`src/rtl/fetch_sequencer_if.sv`:
```
// Bus bundle between the fetch sequencer, instruction memory and the downstream
// decode/execute stage. The master modport is the sequencer side.
interface fetch_sequencer_if #(
  parameter int PC_W = 4
);
  // imem: one-cycle imem_req pulse, then imem_rdata is sampled on the first cycle
  // imem_ack is high. Downstream: a transfer happens on a rising edge where
  // instr_valid & instr_ready; instr/pc stay stable while instr_valid is high and
  // exec_done (with optional redirect_valid) later reports completion.
  logic            imem_req;
  logic [PC_W-1:0] imem_addr;
  logic            imem_ack;
  logic [31:0]     imem_rdata;
  logic [31:0]     instr;
  logic [PC_W-1:0] pc;
  logic            instr_valid;
  logic            instr_ready;
  logic            exec_done;
  logic            redirect_valid;
  logic [PC_W-1:0] redirect_pc;
  logic [PC_W-1:0] next_pc;

  modport master (
    output imem_req, imem_addr, instr, pc, instr_valid, next_pc,
    input  imem_ack, imem_rdata, instr_ready, exec_done, redirect_valid, redirect_pc
  );

  modport slave (
    input  imem_req, imem_addr, instr, pc, instr_valid, next_pc,
    output imem_ack, imem_rdata, instr_ready, exec_done, redirect_valid, redirect_pc
  );
endinterface

```
`src/rtl/fetch_sequencer.sv`:
```
// Multi-cycle fetch stage: owns the PC, fetches one instruction, issues it
// downstream and waits for execution to finish before fetching the next one.
module fetch_sequencer #(
  parameter int              PC_W     = 4,
  parameter logic [PC_W-1:0] RESET_PC = '0,
  parameter int              JSHIFT   = 1,
  parameter int              CNT_W    = 8
) (
  input  logic                 clk,
  input  logic                 rst,
  input  logic                 enable,
  fetch_sequencer_if.master    bus,
  output logic                 halted,
  output logic [CNT_W-1:0]     retired,
  output logic [2:0]           state_dbg
);

  typedef enum logic [2:0] {
    S_FETCH    = 3'd0,
    S_WAIT_MEM = 3'd1,
    S_ISSUE    = 3'd2,
    S_EXECUTE  = 3'd3,
    S_HALTED   = 3'd4
  } state_t;

  localparam logic [5:0] OP_J    = 6'b000010;
  localparam logic [5:0] OP_HALT = 6'b111111;

  state_t            state_q, state_d;
  logic [PC_W-1:0]   pc_q;
  logic [31:0]       instr_q;
  logic [CNT_W-1:0]  retired_q;
  logic [PC_W-1:0]   next_pc;
  logic [PC_W-1:0]   jump_target;
  logic              done_now;

  // exec_done and redirect_valid only mean something while an instruction executes.
  assign done_now    = (state_q == S_EXECUTE) && bus.exec_done;
  assign jump_target = PC_W'({6'b0, instr_q[25:0]} << JSHIFT);

  always_comb begin
    next_pc = pc_q + PC_W'(4);
    if (done_now && bus.redirect_valid) begin
      next_pc = bus.redirect_pc;
    end else if (instr_q[31:26] == OP_J) begin
      next_pc = jump_target;
    end
  end

  always_ff @(posedge clk or negedge rst) begin
    if (!rst) begin
      state_q <= S_FETCH;
    end else begin
      state_q <= state_d;
    end
  end

  always_comb begin
    state_d = state_q;
    case (state_q)
      S_FETCH: begin
        if (enable) state_d = S_WAIT_MEM;
      end
      S_WAIT_MEM: begin
        if (bus.imem_ack) begin
          state_d = (bus.imem_rdata[31:26] == OP_HALT) ? S_HALTED : S_ISSUE;
        end
      end
      S_ISSUE: begin
        if (bus.instr_ready) state_d = S_EXECUTE;
      end
      S_EXECUTE: begin
        if (bus.exec_done) state_d = S_FETCH;
      end
      S_HALTED: state_d = S_HALTED;
      default:  state_d = S_FETCH;
    endcase
  end

  always_ff @(posedge clk or negedge rst) begin
    if (!rst) begin
      pc_q      <= RESET_PC;
      instr_q   <= '0;
      retired_q <= '0;
    end else begin
      if ((state_q == S_WAIT_MEM) && bus.imem_ack) begin
        instr_q <= bus.imem_rdata;
      end
      if (done_now) begin
        pc_q      <= next_pc;
        retired_q <= retired_q + CNT_W'(1);
      end
    end
  end

  assign bus.imem_req    = (state_q == S_FETCH) && enable;
  assign bus.imem_addr   = pc_q;
  assign bus.instr       = instr_q;
  assign bus.pc          = pc_q;
  assign bus.instr_valid = (state_q == S_ISSUE);
  assign bus.next_pc     = next_pc;
  assign halted          = (state_q == S_HALTED);
  assign retired         = retired_q;
  assign state_dbg       = state_q;

endmodule

```
`src/flat_wrapper.sv`:
```
// flat-port wrapper written by rule: the top's interface ports become plain ports
module fetch_sequencer_flat 
#(
  parameter int              PC_W     = 4,
  parameter logic [PC_W-1:0] RESET_PC = '0,
  parameter int              JSHIFT   = 1,
  parameter int              CNT_W    = 8
)
  (clk, rst, enable, halted, retired, state_dbg, bus_imem_req, bus_imem_addr, bus_instr, bus_pc, bus_instr_valid, bus_next_pc, bus_imem_ack, bus_imem_rdata, bus_instr_ready, bus_exec_done, bus_redirect_valid, bus_redirect_pc);
  fetch_sequencer_if #(.PC_W(PC_W)) bus_i ();
  input  logic clk;
  input  logic rst;
  input  logic enable;
  output logic halted;
  output logic [CNT_W-1:0] retired;
  output logic [2:0] state_dbg;
  output wire logic [$bits(bus_i.imem_req)-1:0] bus_imem_req;
  output wire logic [$bits(bus_i.imem_addr)-1:0] bus_imem_addr;
  output wire logic [$bits(bus_i.instr)-1:0] bus_instr;
  output wire logic [$bits(bus_i.pc)-1:0] bus_pc;
  output wire logic [$bits(bus_i.instr_valid)-1:0] bus_instr_valid;
  output wire logic [$bits(bus_i.next_pc)-1:0] bus_next_pc;
  input wire logic [$bits(bus_i.imem_ack)-1:0] bus_imem_ack;
  input wire logic [$bits(bus_i.imem_rdata)-1:0] bus_imem_rdata;
  input wire logic [$bits(bus_i.instr_ready)-1:0] bus_instr_ready;
  input wire logic [$bits(bus_i.exec_done)-1:0] bus_exec_done;
  input wire logic [$bits(bus_i.redirect_valid)-1:0] bus_redirect_valid;
  input wire logic [$bits(bus_i.redirect_pc)-1:0] bus_redirect_pc;
  assign bus_imem_req = bus_i.imem_req;
  assign bus_imem_addr = bus_i.imem_addr;
  assign bus_instr = bus_i.instr;
  assign bus_pc = bus_i.pc;
  assign bus_instr_valid = bus_i.instr_valid;
  assign bus_next_pc = bus_i.next_pc;
  assign bus_i.imem_ack = bus_imem_ack;
  assign bus_i.imem_rdata = bus_imem_rdata;
  assign bus_i.instr_ready = bus_instr_ready;
  assign bus_i.exec_done = bus_exec_done;
  assign bus_i.redirect_valid = bus_redirect_valid;
  assign bus_i.redirect_pc = bus_redirect_pc;
  fetch_sequencer #(.PC_W(PC_W), .RESET_PC(RESET_PC), .JSHIFT(JSHIFT), .CNT_W(CNT_W)) u_core (.clk(clk), .rst(rst), .enable(enable), .bus(bus_i), .halted(halted), .retired(retired), .state_dbg(state_dbg));
endmodule
```
`config.mk`:
```
export PLATFORM = sky130hd
export DESIGN_NAME = fetch_sequencer_flat
export DESIGN_NICKNAME = d
export VERILOG_FILES = /design/src/rtl/fetch_sequencer_if.sv /design/src/rtl/fetch_sequencer.sv /design/src/flat_wrapper.sv
export SDC_FILE = /design/constraint.sdc
export NUM_CORES = 1
export LEC_CHECK = 0
export CAP_MARGIN = 30
export CORE_ASPECT_RATIO = 1.5
export CORE_MARGIN = 10
export CORE_UTILIZATION = 37
export DETAILED_ROUTE_END_ITERATION = 7
export PLACE_DENSITY_LB_ADDON = 0.05
export SLEW_MARGIN = 20
export SYNTH_ARGS = -nofsm -noshare
export SYNTH_HDL_FRONTEND = slang
export SYNTH_SLANG_ARGS = --single-unit
```
`constraint.sdc`:
```
create_clock -name clk -period 1.5 [get_ports clk]
set_input_delay 0.15 -clock clk [delete_from_list [all_inputs] [get_ports clk]]
set_output_delay 0.15 -clock clk [all_outputs]
set_load 0.01 [all_outputs]
```
==> flow_summary.json <==
{
  "die_y_um": 112,
  "fin_crit_sh_pct": 145,
  "coreArea_um2": 5490,
  "synth_area_um2": 2100,
  "io_buffers": 100,
  "syn-instance-count": 164,
  "placedCellCount": 349,
  "ys_types": 37,
  "total_power_mw": 7.47,
  "power.density_nw_per_um2": 1930,
  "drc": 0,
  "skew_ps": 12.9,
  "critical_path_buf_inv_count": 1,
  "irDropWorstVdd_mv": 1.31,
  "cts_tree": "built",
  "synth-seq-area-share_pct": 56.1,
  "max_freq_mhz": 458,
  "syn_area_per_cell_um2": 12.8,
  "fill_cells": 419,
  "slew_viol_final": 0,
  "tightest_slew_ps": 279,
  "initial_core_util_pct": 38.2,
  "p_int_mw": 5.07,
  "syn-num-nets": 208,
  "clk_latency_ps": 310,
  "grtUsageTotal_pct": 14.0,
  "dieArea_um2": 9140,
  "p_seq_share_pct": 30.4,
  "antenna_found_initial": 0,
  "nets": 347,
  "grt-ovfl-total": 0,
  "combPwrFrac_pct": 56.8,
  "cts.path.max_buffers": 2,
  "max_stage_delay_ps": 550,
  "clk_pin_slew_worst_paths_ps": 90,
  "whs_ps": 357,
  "place_congestion": 0.766,
  "switchingPower_mw": 2.40,
  "arrival_ps": 2030,
  "wl_per_cell_um": 17.2,
  "critPathSlowestCell": "or4b_4",
  "antenna_cells": 0,
  "pin_count": 101,
  "drt_iter0_drc": 42,
  "via_per_inst": 4.81,
  "hold_class": "in2async",
  "min_period_ps": 2180,
  "setup_viol": 40,
  "multi_input_area_um2": 1020,
  "power.share.clock_pct": 12.8,
  "grt_pass1_vias": 1947,
  "fin_cells": 374,
  "cts.sinks": 47,
  "layout_commonest_cell": "clkdlybuf4s50_1",
  "p_sw_share_pct": 32.1,
  "grt_max_degree": 48,
  "grt_pass1_wl_um": 10200,
  "relSlewSlack_pct": 81.3,
  "drtPass1Iterations": 4,
  "core.rowCount": 33,
  "layout_common_cells": "clkdlybuf4s50_1, dfrtp_1, mux2_4, buf_4, nand2_1",
  "setup_slack_ps": -681,
  "via_count": 1799,
  "htreeDepth": 2,
  "crit_path_start_kind": "register",
  "die_x_um": 81.5,
  "outcome": "complete, but fails checks",
  "clk_root_buffer_cell": "clkbuf_8",
  "timing_hold_violations_final": 0,
  "synth_warnings": 0,
  "drive_gt1_share_pct": 37.2,
  "utilization_pct": 70.4,
  "grt_setup_unrepaired": "true",
  "post-dp-hpwl_um": 4710,
  "cp_cell_sequence": "or4b_4 -> or3_4 -> or2b_1 -> a31oi_1 -> buf_2",
  "crit_family": "simple AND/OR/NAND/NOR gates",
  "crit_type": "reg2out",
  "wl_um": 6420,
  "ys_ff_latch": 47,
  "cts-buffers-inserted": 5,
  "endpoint_kind": "output pin",
  "area_delta_synth_final_pct": 84.5,
  "leakagePower_nw": 1.82,
  "violations": "negative setup slack",
  "seqCellArea_um2": 1180,
  "critical_path_required_ps": 1350,
  "ant_nets": 0,
  "pre_cts_ws_ps": -719,
  "max_cap_viol_count": 0,
  "worst-path-max-fanout": 4
}
-- flip-flops by register name, summed over array words and instances, names as in the netlist --
name                  flops
u_core.retired            8
u_core.bus.imem_addr      4
u_core.bus.instr         32
u_core.state_dbg          3
-- cells by family after synthesis --
logic type	Yosys count	synth area share, %
multiplexers	36	19.2
AO/OA/AOI/OAI	14	4.42
XOR/XNOR	8	3.34
adder cells (fa/ha/maj)	1	0.597
buffers and inverters	13	3.82
flip-flops	47	56.1
AND/OR/NAND/NOR	45	12.5
-- power groups by stage --
| stage | Clock [mW] | Sequential [mW] | Combinational (mW) |
|---|---|---|---|
| after detailed placement | 0 | 2.27 | 3.96 |
| after floorplan | 0 | 2.53 | 1.63 |
| after global placement | 0 | 2.25 | 3.94 |
| after CTS | 0.984 | 2.26 | 4.23 |
| final | 0.958 | 2.27 | 4.24 |
| after global routing | 1.05 | 2.35 | 4.53 |
-- worst register-to-register path: stages (launching register included) --
cell	delay, ps
dfrtp_1	390
or4b_4	550
buf_4	160
nor3_4	180
buf_6	140
o21ai_0	70
a21bo_2	220
-- cell type report --
cell class,count,share of cell area [%]
multi-input cells,104,26.3
flip-flops and latches,47,30.6
clock inverters,3,1.23
well taps,70,2.27
repair buffers,144,37.8
clock buffers,5,1.78
inverters,1,0.0971
-- worst paths after layout --
kind,start,end,slack (ps),depth (start not counted)
worst max-delay path,u_core.bus.instr[28],bus_next_pc[2],-680,5
worst min register to register,u_core.retired[7],u_core.retired[7],470,1
max in group asynchronous,rst,u_core.retired[0],900,3
min in group clk,bus_imem_rdata[15],u_core.bus.instr[15],460,2
worst min-delay path,rst,u_core.bus.imem_addr[2],360,3
worst max register to register,u_core.bus.instr[28],u_core.bus.imem_addr[0],-300,6
-- routing by layer --
layer | wire (µm) | up-vias | part of all wire (%) | GRT usage, %
li1 | - | 852 | - | -
met1 | 2340 | 885 | 36 | 15.3
met2 | 3510 | 58 | 55 | 24.6
met3 | 509 | 4 | 7.9 | 5.11
met4 | 57 | 0 | 0.89 | 3.48
met5 | 0 | - | 0 | 0
-- cell usage after synthesis, drive strengths merged --
library cell	number	share of area [%]
nand4	3	0.90
mux2i	3	1.4
or3	1	0.54
nand2	12	2.1
and3b	1	0.42
nor2b	1	0.30
or4b	1	0.66
nand2b	2	0.60
a31oi	3	0.90
ha	1	0.60
inv	1	0.18
xnor2	6	2.5
o22ai	1	0.30
xor2	2	0.84
nor4b	1	0.42
o31ai	1	0.36
nor3b	2	0.72
buf	11	3.5
dfrtp	47	56
a21bo	1	0.48
nor2	8	1.4
and4	1	0.42
a21oi	5	1.2
and3	1	0.30
and4b	1	0.48
nand3	6	1.4
mux2	33	18
nand4b	1	0.42
nor3	2	1.0
or2b	1	0.36
o21ai	1	0.24
o211ai	2	0.96
clkbuf	1	0.18
-- stage by stage --
stage	instance area, µm²	setup TNS [ps]
after CTS	3750	-7030
after global placement	3450	-9280
after detailed placement	3450	-10050
final	3870	-6870
after floorplan	2260	-2070
after global routing	3870	-9660
-- timing repair --
action,in CTS,in global routing
hold buffers,1,0
cloned,3,1
resized for setup,57,19
hold endpoints to repair,47,0
endpoints found under the setup margin,55,56
pin swaps,8,6
buffers inserted,8,7
Power figures use the tool's default switching activity.
